`config.mk`:
```
export PLATFORM = sky130hd
export DESIGN_NAME = rca_16bit
export DESIGN_NICKNAME = d
export VERILOG_FILES = /design/src/rtl/rca_16bit_pkg.sv /design/src/rtl/rca_16bit_full_adder.sv /design/src/rtl/rca_16bit.sv
export SDC_FILE = /design/constraint.sdc
export NUM_CORES = 1
export LEC_CHECK = 0
export ABC_AREA = 0
export BUFFER_PORTS_ARGS = -buffer_cell sky130_fd_sc_hd__buf_2
export CAP_MARGIN = 20
export CORE_AREA = 2 2 50 52
export DETAILED_ROUTE_END_ITERATION = 12
export DIE_AREA = 0 0 52 54
export GPL_TIMING_DRIVEN = 0
export HOLD_SLACK_MARGIN = 0.06
export MAX_ROUTING_LAYER = met4
export PLACE_DENSITY = 0.69
export SLEW_MARGIN = 0
export SYNTH_ARGS = -nofsm -noshare
export SYNTH_HDL_FRONTEND = slang
export SYNTH_HIERARCHICAL = 1
export SYNTH_SLANG_ARGS = --single-unit
```
`constraint.sdc`:
```
create_clock -name clk -period 0.8 [get_ports clk]
set_input_delay 0.12 -clock clk [delete_from_list [all_inputs] [get_ports clk]]
set_output_delay 0.12 -clock clk [all_outputs]
set_load 0.03 [all_outputs]
```
`src/rtl/rca_16bit_pkg.sv`:
```
// Shared width constant and result payload for the 16-bit ripple-carry adder.
package rca_16bit_pkg;

    localparam int unsigned ADDER_W = 16;

    typedef struct packed {
        logic               cout;
        logic [ADDER_W-1:0] sum;
    } add_res_t;

endpackage

```
`src/rtl/rca_16bit_full_adder.sv`:
```
// One-bit full adder; the ripple stage of rca_16bit.
module full_adder (
    input  logic a,
    input  logic b,
    input  logic cin,
    output logic sum,
    output logic cout
);

    logic prop;

    assign prop = a ^ b;
    assign sum  = prop ^ cin;
    assign cout = (a & b) | (cin & prop);

endmodule

```
`src/rtl/rca_16bit.sv`:
```
// 16-bit ripple-carry adder with a registered {cout, sum}; one-cycle latency.
module rca_16bit
    import rca_16bit_pkg::*;
(
    input  logic               clk,
    input  logic               rst,
    input  logic [ADDER_W-1:0] a,
    input  logic [ADDER_W-1:0] b,
    input  logic               cin,
    output logic [ADDER_W-1:0] sum,
    output logic               cout
);

    logic [ADDER_W:0]   carry;
    logic [ADDER_W-1:0] s;
    add_res_t           res_d;
    add_res_t           res_q;

    assign carry[0] = cin;

    // Carry chain: each stage's carry-out feeds the next stage directly.
    for (genvar i = 0; i < ADDER_W; i++) begin : g_stage
        full_adder u_fa (
            .a    (a[i]),
            .b    (b[i]),
            .cin  (carry[i]),
            .sum  (s[i]),
            .cout (carry[i+1])
        );
    end

    always_comb begin
        res_d      = '0;
        res_d.sum  = s;
        res_d.cout = carry[ADDER_W];
    end

    always_ff @(posedge clk or posedge rst) begin
        if (rst) begin
            res_q <= '0;
        end else begin
            res_q <= res_d;
        end
    end

    assign sum  = res_q.sum;
    assign cout = res_q.cout;

endmodule

```
==> results.json, run 1 <==
{
  "yosys_register_bits": 17,
  "grt_usage_pct": 10.6,
  "syn_area_sq_um": 749,
  "setup_ws_ns": -4.96,
  "slew_headroom_pct": 59.0,
  "leakage_uw": 0.000564,
  "antenna_found_initial": 0,
  "grt_pass1_vias": 520,
  "period_share_pct": 721,
  "synthesis.instances": 34,
  "drc": 0,
  "cts_buffer_depth": 2,
  "holdWs_ns": -0.103,
  "synthToLayoutAreaGrowth_pct": 62.8,
  "finalHoldViolCount": 17,
  "violations": "negative hold slack, negative setup slack",
  "vias": 476,
  "drt_iter0_drc": 0,
  "worstPathArrival_ns": 5.92,
  "power.internal_uw": 1680,
  "period_minus_slack_ns": 5.76,
  "cts_buffers": 3,
  "powerDensity_nw_per_um2": 2100,
  "worst_pin_slew_ns": 0.614,
  "yosysSeqAreaShare_pct": 56.8,
  "synth_top_flop_cell": "dfrtp_1",
  "cts_sinks": 17,
  "drtPass1Iterations": 1,
  "drive_gt1_share_pct": 78.7,
  "die_w_um": 52,
  "die-area_sq_um": 2810,
  "critPathKind": "in -> reg",
  "routed_wl_mm": 1.36,
  "io_pins": 52,
  "synth_nets": 85,
  "rows": 18,
  "clockPowerShare_pct": 16.8,
  "cp-end-kind": "flop",
  "ant_nets": 0,
  "path_max_fanout": 1,
  "yosysUniqueCellTypes": 3,
  "ys_top_cells_by_count": "dfrtp_1, fa_1, inv_1",
  "dp_slack_ns": -5.33,
  "overflow": 0,
  "synth_edf_count": 0,
  "fillers": 205,
  "core_sq_um": 2320,
  "synth_top_area_cell": "dfrtp_1",
  "cp-start-kind": "input port",
  "setup_violations": 33,
  "cts.clk_slew.worst_paths_ns": 0.09,
  "drv_slew": 0,
  "hold_path.class": "in -> async",
  "nets": 141,
  "required_ns": 0.96,
  "n_antenna_cell": 0,
  "final.setup.tns_ns": -45.10,
  "grt_max_degree": 18,
  "p_switching_uw": 881,
  "gp_congestion": 0.588,
  "synth.top_cell.area_share_pct": 56.8,
  "syn_area_per_cell_sq_um": 22.0,
  "run_status": "finished with violations",
  "power.combinational.fraction_pct": 40.5,
  "synthMostInstantiatedCell": "dfrtp_1",
  "root_buffer": "clkbuf_4",
  "ys_top_cells_by_area": "dfrtp_1, fa_1, inv_1",
  "ir_drop_mv": 0.852,
  "dpl_cell_area_sq_um": 1080,
  "cts_tree": "done",
  "utilization_pct": 52.6,
  "vias_per_cell": 4.00,
  "h-tree-depth": 1,
  "clock.fmax_ghz": 0.173,
  "seqPwrFrac_pct": 42.7,
  "wl_per_cell_um": 11.4,
  "fin_area_sq_um": 1220,
  "grt_pass1_wl_mm": 2.08,
  "dieHeight_um": 54,
  "start_util_pct": 32.3,
  "port_buffers": 51,
  "synthArstFlopShare_pct": 100,
  "maxCapViolCount": 0,
  "ys.warnings.count": 6,
  "rsz0062_at_grt": "true",
  "sw_frac_of_total_pct": 34.3
}
## power groups by stage
stage / clock network (uW) / registers (uW) / logic, uW
floorplan: 0 / 1430 / 148
global placement: 0 / 1070 / 830
detailed placement: 0 / 1070 / 851
CTS: 461 / 1100 / 1060
global route: 509 / 1110 / 1120
finish: 432 / 1100 / 1040
## routing by layer
layer	wire length [um]	vias to the layer above	global-route usage, %
met5	0	-	-
li1	-	211	-
met4	9	0	5.26
met3	168	2	2.78
met2	753	34	19.4
met1	429	229	10.4
## critical path, cell delays in order
cell and delay [ns]:
buf_6 0.09, fa_2 0.38, fa_2 0.37, fa_2 0.35
fa_2 0.35, fa_2 0.35, fa_2 0.35, fa_2 0.35
fa_2 0.35, fa_2 0.34, fa_2 0.34, fa_2 0.34
fa_2 0.35, fa_2 0.35, fa_2 0.35, fa_2 0.35
fa_1 0.43
## final timing paths
check	from	endpoint	slack, ns	cells after the start
worst max-delay path	a[0]	sum[15]	-4.96	17
min in group clk	b[15]	sum[15]	0.12	2
max in group asynchronous	rst	sum[1]	0.50	2
worst min-delay path	rst	sum[11]	-0.10	2
## placed cells by master (no fill, tap or decap)
master and count:
buf_2 33, buf_6 18, dfrtp_1 17, fa_2 15, clkbuf_4 3, inv_1 1, clkinv_2 1, fa_1 1
## flip-flops by register name, indices dropped and copies added, names as in the netlist
register and cells:
cout 1, sum 16
## per-stage QoR
step / total power [uW] / instances
2_1_floorplan: 1580 / 34
3_3_place_gp: 1900 / 115
3_5_place_dp: 1920 / 115
4_1_cts: 2610 / 119
5_1_grt: 2740 / 119
6_report: 2570 / 119
## final cells by class
cell class	count	area, sq um	area share [%]
tap	30	37.5	3.08
timing repair buffer	51	368	30.2
clock inverter	1	5.00	0.410
inverter	1	3.75	0.308
sequential	17	425	34.9
clock buffer	3	22.5	1.85
multi-input combinational	16	358	29.3
## what timing repair did
action,in CTS,in global routing
hold endpoints to repair,17,17
pin swaps,0,0
endpoints found under the setup margin,33,33
setup buffers,0,0
resized for setup,35,0
## logic make-up after synthesis
group      share of synthesized area (%)
fa+ha+maj                           42.7
buf+inv                            0.500
flops                               56.8
Power figures use the tool's default switching activity.
==> inputs of run 2 (changes only) <==
--- a/config.mk
+++ b/config.mk
@@ -14,7 +14,7 @@
 export GPL_TIMING_DRIVEN = 0
 export HOLD_SLACK_MARGIN = 0.06
 export MAX_ROUTING_LAYER = met4
-export PLACE_DENSITY = 0.69
+export PLACE_DENSITY = 0.73
 export SLEW_MARGIN = 0
 export SYNTH_ARGS = -nofsm -noshare
 export SYNTH_HDL_FRONTEND = slang
==> run 2 against run 1 <==
Compared with the run above:
- final area did not move
- highest routed layer unchanged
- hold slack got worse by 0.0025 ns
- sequential power barely moved
- the flow still finishes with violations (negative hold slack, negative setup slack)
- utilization did not move
- clock power fell by 2%
- setup slack got worse by 0.018 ns
- global-route usage rose by 0.58 points
- first-iteration DRC count rose by 1
- largest cell class unchanged
- largest power group unchanged
- wire length rose by 2.1%
- critical path depth did not move
- die area did not move
==> results.json, run 2 (synthesis gave the netlist of run 1 again) <==
{
  "run_status": "finished with violations",
  "violations": "negative hold slack, negative setup slack",
  "grt_pass1_vias": 508,
  "path_max_fanout": 1,
  "gp_congestion": 0.577,
  "cp-end-kind": "flop",
  "powerDensity_nw_per_um2": 2100,
  "grt_util_met2_pct": 19.8,
  "final.setup.tns_ns": -45.33,
  "cts_sinks": 17,
  "dieHeight_um": 54,
  "synthToLayoutAreaGrowth_pct": 62.8,
  "ir_drop_mv": 0.873,
  "die-area_sq_um": 2810,
  "mostFrequentLayoutCells": "buf_2, buf_6, dfrtp_1, fa_2, clkbuf_4",
  "grt_max_degree": 18,
  "drt_iter0_drc": 1,
  "start_util_pct": 32.3,
  "instances_no_fill": 119,
  "power.combinational.fraction_pct": 40.8,
  "port_buffers": 51,
  "grt_usage_pct": 11.2,
  "nets": 141,
  "antenna_found_initial": 0,
  "final_common_cell": "buf_2",
  "core_sq_um": 2320,
  "wl_per_cell_um": 11.7,
  "holdWs_ns": -0.105,
  "busiest_layer": "met2",
  "cp-start-kind": "input port",
  "drive_gt1_share_pct": 78.7,
  "dp_cells": 115,
  "grt_util_met3_pct": 4.17,
  "p_switching_uw": 875,
  "required_ns": 0.96,
  "clockPowerShare_pct": 16.6,
  "overflow": 0,
  "utilization_pct": 52.6,
  "critPathKind": "in -> reg",
  "seqPwrFrac_pct": 42.7,
  "setup_ws_ns": -4.98,
  "power.internal_uw": 1690,
  "cts_buffers": 3,
  "drtPass1Iterations": 2,
  "grt_use_met1_pct": 10.3,
  "period_minus_slack_ns": 5.78,
  "ant_nets": 0,
  "rsz0062_at_grt": "true",
  "leakage_uw": 0.000564,
  "finalHoldViolCount": 17,
  "setup_violations": 33,
  "vias": 480,
  "die_w_um": 52,
  "hold_path.class": "in -> async",
  "cts.clk_slew.worst_paths_ns": 0.09,
  "cts_tree": "done",
  "drc": 0,
  "io_pins": 52,
  "fillers": 206,
  "h-tree-depth": 1,
  "vias_per_cell": 4.03,
  "maxCapViolCount": 0,
  "sw_frac_of_total_pct": 34.1,
  "drv_slew": 0,
  "routed_wl_mm": 1.39,
  "period_share_pct": 723,
  "worst_pin_slew_ns": 0.597,
  "largest_reg_flops": 16,
  "rows": 18,
  "slew_headroom_pct": 60.2,
  "n_antenna_cell": 0,
  "worstPathArrival_ns": 5.94,
  "cts_buffer_depth": 2,
  "grt_pass1_wl_mm": 2.12,
  "root_buffer": "clkbuf_4",
  "clock.fmax_ghz": 0.173
}
==> run 2: layout make-up <==
type	instances	area, sq um	share of cell area, %
Clock buffer	3	22.5	1.85
Clock inverter	1	5.00	0.410
Multi-Input combinational cell	16	358	29.3
Inverter	1	3.75	0.308
Sequential cell	17	425	34.9
Tap cell	30	37.5	3.08
Timing Repair Buffer	51	368	30.2
==> run 2: power by group through the flow <==
stage                     clock network [uW]  logic, uW  registers [uW]
after floorplan                            0        148            1430
final                                    425       1050            1090
after detailed placement                   0        859            1070
after CTS                                456       1070            1100
after global placement                     0        834            1070
after global routing                     495       1130            1110
==> run 2: per-layer routing <==
| metal | share of wire, % | wire [um] |
|---|---|---|
| met1 | 29 | 403 |
| met2 | 56 | 774 |
| met3 | 14 | 198 |
| met4 | 0.79 | 11 |
| met5 | 0 | 0 |
==> run 2: how the worst max path moves through the flow <==
stage	depth (start not counted)	slack [ns]	from	to
3_5_place_dp	17	-5.34	a[0]	sum[15]
3_3_place_gp	17	-5.26	a[0]	sum[15]
6_report	17	-4.98	a[0]	sum[15]
4_1_cts	17	-5.00	a[0]	sum[15]
2_1_floorplan	16	-5.02	a[0]	sum[15]
5_1_grt	17	-5.09	a[0]	sum[15]
==> run 2: worst max-delay path, cell delays in order <==
cell	delay, ns
buf_6	0.09
fa_2	0.38
fa_2	0.37
fa_2	0.35
fa_2	0.35
fa_2	0.35
fa_2	0.35
fa_2	0.35
fa_2	0.34
fa_2	0.34
fa_2	0.35
fa_2	0.34
fa_2	0.35
fa_2	0.35
fa_2	0.36
fa_2	0.36
fa_1	0.43
==> run 2: timing repair <==
| action | in CTS | in global routing |
|---|---|---|
| pin swaps | 0 | 0 |
| buffers inserted | 0 | 0 |
| endpoints found under the hold margin | 17 | 17 |
| resized for setup | 35 | 0 |
| endpoints found under the setup margin | 33 | 33 |
==> run 2: metrics by stage <==
step | total power [uW] | instance area (sq um) | worst slack, ns
detailed placement | 1930 | 1080 | -5.34
CTS | 2620 | 1220 | -5.00
global placement | 1900 | 1080 | -5.26
floorplan | 1580 | 787 | -5.02
finish | 2560 | 1220 | -4.98
global route | 2730 | 1220 | -5.09
